**src/rtl/crc_tx_pkg.sv**
```systemverilog
// Shared types and defaults for the CRC-8 serial frame sequencer.
// Build option: CRC_TX_PREAMBLE_EN (used by crc_tx_sequencer).
package crc_tx_pkg;

    localparam int         CRC_WIDTH_DEF = 8;
    localparam logic [7:0] PREAMBLE_DEF  = 8'h7E;

    typedef enum logic [2:0] {
        IDLE,
        SEED,
        PRE,
        DATA,
        GAP,
        CRC
    } state_t;

endpackage

```
**src/rtl/crc_tx_shifter.sv**
```systemverilog
// Parallel-in serial-out shift register, LSB first, with bit counter.
// Load takes priority over shift; the counter wraps after the top bit.
module crc_tx_shifter #(
    parameter int DATA_WIDTH = 8
) (
    input  logic                  clk,
    input  logic                  rst_n,
    input  logic                  load_i,
    input  logic                  shift_i,
    input  logic [DATA_WIDTH-1:0] data_i,
    output logic                  bit_o,
    output logic                  first_o,
    output logic                  last_o
);

    localparam int CW = $clog2(DATA_WIDTH);

    logic [DATA_WIDTH-1:0] shreg_q;
    logic [CW-1:0]         cnt_q;

    assign bit_o   = shreg_q[0];
    assign first_o = (cnt_q == '0);
    assign last_o  = (cnt_q == CW'(DATA_WIDTH - 1));

    // Word register and bit position within the word.
    always_ff @(posedge clk or negedge rst_n) begin
        if (!rst_n) begin
            shreg_q <= '0;
            cnt_q   <= '0;
        end else if (load_i) begin
            shreg_q <= data_i;
            cnt_q   <= '0;
        end else if (shift_i) begin
            shreg_q <= shreg_q >> 1;
            cnt_q   <= last_o ? '0 : cnt_q + CW'(1);
        end
    end

endmodule

```
**src/rtl/crc_tx_sequencer.sv**
```systemverilog
// Frame sequencer feeding a serial CRC-8 engine and emitting the framed bits.
// Build option: CRC_TX_PREAMBLE_EN replaces the reseed cycle with a preamble.
module crc_tx_sequencer
    import crc_tx_pkg::*;
#(
    parameter int                    DATA_WIDTH = 8,
    parameter int                    CRC_WIDTH  = CRC_WIDTH_DEF,
    parameter logic [DATA_WIDTH-1:0] PREAMBLE   = DATA_WIDTH'(PREAMBLE_DEF)
) (
    input  logic                  clk,
    input  logic                  rst_n,
    input  logic [DATA_WIDTH-1:0] s_data,
    input  logic                  s_valid,
    input  logic                  s_last,
    output logic                  s_ready,
    output logic                  crc_seed_n,
    output logic                  crc_data,
    output logic                  crc_active,
    input  logic                  crc_bit,
    output logic                  ser_out,
    output logic                  ser_valid,
    output logic                  ser_sof,
    output logic                  frame_done,
    output logic                  frame_err,
    output logic                  busy
);

`ifdef CRC_TX_PREAMBLE_EN
    localparam bit PRE_EN = 1'b1;
`else
    localparam bit PRE_EN = 1'b0;
`endif

    localparam int MAXW  = (DATA_WIDTH > CRC_WIDTH) ? DATA_WIDTH : CRC_WIDTH;
    localparam int CNT_W = $clog2(MAXW);
    localparam int DBW   = $clog2(DATA_WIDTH);

    state_t           state_q, state_d;
    logic             last_q, last_d;
    logic             first_q, first_d;
    logic [CNT_W-1:0] cnt_q, cnt_d;
    logic             seed_n_q, seed_n_d;

    logic sh_load, sh_shift, sh_bit, sh_first, sh_last;

    crc_tx_shifter #(
        .DATA_WIDTH (DATA_WIDTH)
    ) u_shifter (
        .clk     (clk),
        .rst_n   (rst_n),
        .load_i  (sh_load),
        .shift_i (sh_shift),
        .data_i  (s_data),
        .bit_o   (sh_bit),
        .first_o (sh_first),
        .last_o  (sh_last)
    );

    assign crc_seed_n = seed_n_q;
    assign busy       = (state_q != IDLE);

    // State, frame flags, phase counter and the registered reseed strobe.
    always_ff @(posedge clk or negedge rst_n) begin
        if (!rst_n) begin
            state_q  <= IDLE;
            last_q   <= 1'b0;
            first_q  <= 1'b0;
            cnt_q    <= '0;
            seed_n_q <= 1'b1;
        end else begin
            state_q  <= state_d;
            last_q   <= last_d;
            first_q  <= first_d;
            cnt_q    <= cnt_d;
            seed_n_q <= seed_n_d;
        end
    end

    // Next-state and output decode; the engine cannot stall, so a missing
    // word at the end of a non-last word aborts the frame.
    always_comb begin
        state_d    = state_q;
        last_d     = last_q;
        first_d    = first_q;
        cnt_d      = cnt_q;
        sh_load    = 1'b0;
        sh_shift   = 1'b0;
        s_ready    = 1'b0;
        crc_data   = 1'b0;
        crc_active = 1'b0;
        ser_out    = 1'b0;
        ser_valid  = 1'b0;
        ser_sof    = 1'b0;
        frame_done = 1'b0;
        frame_err  = 1'b0;
        unique case (state_q)
            IDLE: begin
                s_ready = 1'b1;
                if (s_valid) begin
                    sh_load = 1'b1;
                    last_d  = s_last;
                    first_d = !PRE_EN;
                    cnt_d   = '0;
                    state_d = PRE_EN ? PRE : SEED;
                end
            end
            SEED: begin
                state_d = DATA;
            end
            PRE: begin
                ser_out   = PREAMBLE[cnt_q[DBW-1:0]];
                ser_valid = 1'b1;
                ser_sof   = (cnt_q == '0);
                cnt_d     = cnt_q + CNT_W'(1);
                if (cnt_q == CNT_W'(DATA_WIDTH - 1)) begin
                    cnt_d   = '0;
                    state_d = DATA;
                end
            end
            DATA: begin
                crc_active = 1'b1;
                crc_data   = sh_bit;
                ser_out    = sh_bit;
                ser_valid  = 1'b1;
                ser_sof    = first_q & sh_first;
                sh_shift   = 1'b1;
                first_d    = 1'b0;
                if (sh_last) begin
                    if (last_q) begin
                        state_d = GAP;
                    end else begin
                        s_ready = 1'b1;
                        if (s_valid) begin
                            sh_load = 1'b1;
                            last_d  = s_last;
                        end else begin
                            frame_err = 1'b1;
                            state_d   = IDLE;
                        end
                    end
                end
            end
            GAP: begin
                cnt_d   = '0;
                state_d = CRC;
            end
            CRC: begin
                ser_out   = crc_bit;
                ser_valid = 1'b1;
                cnt_d     = cnt_q + CNT_W'(1);
                if (cnt_q == CNT_W'(CRC_WIDTH - 1)) begin
                    frame_done = 1'b1;
                    cnt_d      = '0;
                    state_d    = IDLE;
                end
            end
            default: begin
                state_d = IDLE;
            end
        endcase
        seed_n_d = !((state_d == SEED) || (state_d == PRE));
    end

endmodule

```
**config.mk**
```make
export PLATFORM = sky130hd
export DESIGN_NAME = crc_tx_sequencer
export DESIGN_NICKNAME = d
export VERILOG_FILES = /design/src/rtl/crc_tx_pkg.sv /design/src/rtl/crc_tx_shifter.sv /design/src/rtl/crc_tx_sequencer.sv
export SDC_FILE = /design/constraint.sdc
export NUM_CORES = 1
export LEC_CHECK = 0
export BUFFER_PORTS_ARGS = -buffer_cell sky130_fd_sc_hd__buf_2
export CORE_ASPECT_RATIO = 1.75
export CORE_UTILIZATION = 40
export CTS_CLUSTER_SIZE = 10
export DETAILED_ROUTE_END_ITERATION = 6
export HOLD_SLACK_MARGIN = 0.15
export SKIP_CTS_REPAIR_TIMING = 1
export SLEW_MARGIN = 20
export SYNTH_ARGS = -nofsm -noshare
export SYNTH_HDL_FRONTEND = slang
export SYNTH_SLANG_ARGS = --single-unit
```
**constraint.sdc**
```tcl
create_clock -name clk -period 1.7 [get_ports clk]
set_input_delay 0.34 -clock clk [delete_from_list [all_inputs] [get_ports clk]]
set_output_delay 0.34 -clock clk [all_outputs]
set_load 0.03 [all_outputs]
```
==> flow_summary.json <==
{
  "status": "complete, but fails checks",
  "violations": "negative setup slack",
  "die_h_um": 77.2,
  "clk_pin_slew_ps": 70,
  "die-width_um": 45.0,
  "ios": 23,
  "dpl_worst_slack_ps": -28.5,
  "critPathArrivalTime_ps": 1530,
  "antenna_found_initial": 0,
  "coreArea_mm2": 0.00311,
  "path_class": "reg -> out",
  "ys_seq_area_share_pct": 38.9,
  "gp_congestion": 0.782,
  "start_kind": "flip-flop",
  "track_usage_pct": 19.0,
  "vdd_drop_max_uv": 826,
  "crit_fanout": 2,
  "p_leak_nw": 0.850,
  "drc": 0,
  "cp_data_required_time_ps": 1360,
  "rows": 27,
  "clk_latency_ps": 250,
  "die_area_mm2": 0.00347,
  "period_share_pct": 110,
  "yosysUniqueCellTypes": 42,
  "synth_area_per_cell_um2": 10.2,
  "worstHoldPathType": "in -> reg",
  "powerDensity_mw_per_mm2": 1730,
  "area_delta_synth_final_pct": 37.4,
  "max-clock-path-buffers": 2,
  "num_antenna_cells": 0,
  "drt_iter0_drc": 7,
  "timing.slew.headroom_pct": 70.1,
  "routed_wl_mm": 3.11,
  "whs_ps": 310,
  "min_period_ps": 1870,
  "fin_ws_ps": -172,
  "cts_sinks": 20,
  "vias": 1087,
  "ant_nets": 0,
  "cts_made_buffers": 3,
  "cts_tree": "yes",
  "finalHoldViolCount": 0,
  "htree_levels": 1,
  "cts.root.buffer_cell": "clkbuf_8",
  "synth_warnings": 0,
  "syn_nets": 146,
  "synth_area_mm2": 0.00129,
  "dp_hpwl_mm": 2.31,
  "grt_pass1_vias": 1127,
  "rsz0062_at_grt": "yes",
  "port_buffers": 22,
  "fmax_ghz": 0.534,
  "end_kind": "primary output",
  "max_cap_viol_count": 0,
  "firstDrtPassIters": 4,
  "drive_gt1_share_pct": 50.0,
  "slew_viol_final": 0,
  "grt_pass1_wl_mm": 5.02,
  "viasPerCell": 5.15,
  "setup-tns-final_ps": -664,
  "synth-seq-cells": 20,
  "fillers": 302,
  "grt_max_degree": 21,
  "wl_per_cell_um": 14.7,
  "setup_viol": 6,
  "fin_nets": 188,
  "skew_ps": 1.69,
  "overflow": 0,
  "syn_inst": 127,
  "worst_pin_slew_ps": 448,
  "start_util_pct": 41.5
}
[area by class of cell]
type                       count  area [um2]  share of cell area [%]
clock buffer                   4        55.1                    3.10
inverter                       8        32.5                    1.83
multi-input combinational     90         798                    45.0
sequential                    20         505                    28.5
tap                           43        53.8                    3.03
timing repair buffer          46         329                    18.5
[synth_stat cells]
cell type,count,area [um2]
a211oi_1,1,7.51
a21boi_1,3,22.5
a21oi_1,3,15.0
a221o_1,1,10.0
a221oi_1,2,17.5
a22o_1,1,8.76
a311oi_1,1,8.76
and2_1,2,12.5
and4b_1,1,10.0
buf_2,4,20.0
buf_4,2,15.0
buf_6,2,22.5
clkbuf_1,1,3.75
dfrtp_1,19,475
dfstp_2,1,26.3
ha_1,6,75.1
inv_1,7,26.3
inv_2,1,3.75
mux2_1,3,33.8
mux2_2,7,78.8
mux2_4,4,60.1
mux2i_1,4,40.0
nand2_1,16,60.1
nand2b_1,2,12.5
nand3_1,1,5.00
nand3b_1,2,15.0
nand3b_4,1,20.0
nand4b_1,1,8.76
nor2_1,6,22.5
nor2b_1,2,12.5
nor3_1,2,10.0
nor3b_1,2,15.0
nor4_1,1,6.26
o21ai_0,3,15.0
o21ai_2,1,8.76
o21bai_1,3,22.5
o221ai_1,1,8.76
o22ai_1,1,6.26
o2bb2ai_1,3,26.3
o31ai_1,1,7.51
or3_1,1,6.26
or3b_2,1,8.76
[metal layers]
| metal | GRT usage [%] | vias up | part of all wire (%) | routed length [um] |
|---|---|---|---|---|
| met2 | 35.8 | 29 | 59 | 1830 |
| li1 | - | 528 | - | - |
| met3 | 0.941 | 4 | 2.1 | 66 |
| met4 | 6.97 | 0 | 1.6 | 50 |
| met5 | 0 | - | 0 | 0 |
| met1 | 20.6 | 526 | 37 | 1160 |
[logic make-up (layout without fill, tap and decap cells)]
group	count (synthesis)	in the layout	synth area share, %
compound gates	25	25	14.3
buf+inv	17	58	7.07
flops	20	20	38.9
simple gates	41	41	17.4
mux	18	18	16.5
fa+ha+maj	6	6	5.81
[worst max-delay path: stages, from the launching register on]
cell     delay (ps)
dfrtp_1         390
inv_2            90
ha_4            130
or3b_4          370
a21oi_2         150
buf_6           140
[sequential cells by signal (all words and copies together) (netlist names)]
name,flops
cnt_q,3
crc_seed_n,1
first_q,1
last_q,1
state_q,3
u_shifter.cnt_q,3
u_shifter.shreg_q,8
[metrics by stage]
step | power (mW) | std cells | util, % | cell area, um2
finish | 3.06 | 211 | 57.1 | 1770
global route | 3.27 | 211 | 57.1 | 1770
CTS | 2.76 | 203 | 51.2 | 1590
detailed placement | 2.39 | 199 | 49.4 | 1540
global placement | 2.32 | 199 | 49.4 | 1540
floorplan | 1.92 | 127 | - | 1300
[power breakdown]
group	switching (mW)	internal, mW	leakage [nW]
Clock	0.156	0.206	0.0288
Combinational	0.906	0.949	0.571
Sequential	0.178	0.669	0.250
Total	1.24	1.82	0.850
[layout by cell type, fill, tap and decap left out, types with 4 or more instances in the layout]
cell | synthesis | layout
nor2_1 | 6 | 5
mux2_2 | 7 | 5
ha_4 | 0 | 4
mux2_4 | 4 | 9
inv_1 | 7 | 4
dfrtp_1 | 19 | 16
clkbuf_8 | 0 | 4
nand2_1 | 16 | 15
buf_2 | 4 | 17
buf_4 | 2 | 23
[final timing paths]
check	startpoint	end	slack [ps]	depth (start not counted)
worst max-delay path	cnt_q[1]$_DFFE_PN0P_	ser_sof	-170	5
worst min-delay path	s_data[5]	u_shifter.shreg_q[5]$_DFFE_PN0P_	310	2
worst max register to register	u_shifter.cnt_q[1]$_DFFE_PN0P_	u_shifter.shreg_q[6]$_DFFE_PN0P_	40	6
worst min register to register	first_q$_DFFE_PN0P_	first_q$_DFFE_PN0P_	500	2
max in group asynchronous	rst_n	state_q[0]$_DFF_PN0_	800	2
min in group asynchronous	rst_n	cnt_q[2]$_DFFE_PN0P_	560	2
Note: power is estimated with default switching activity, not from simulation.
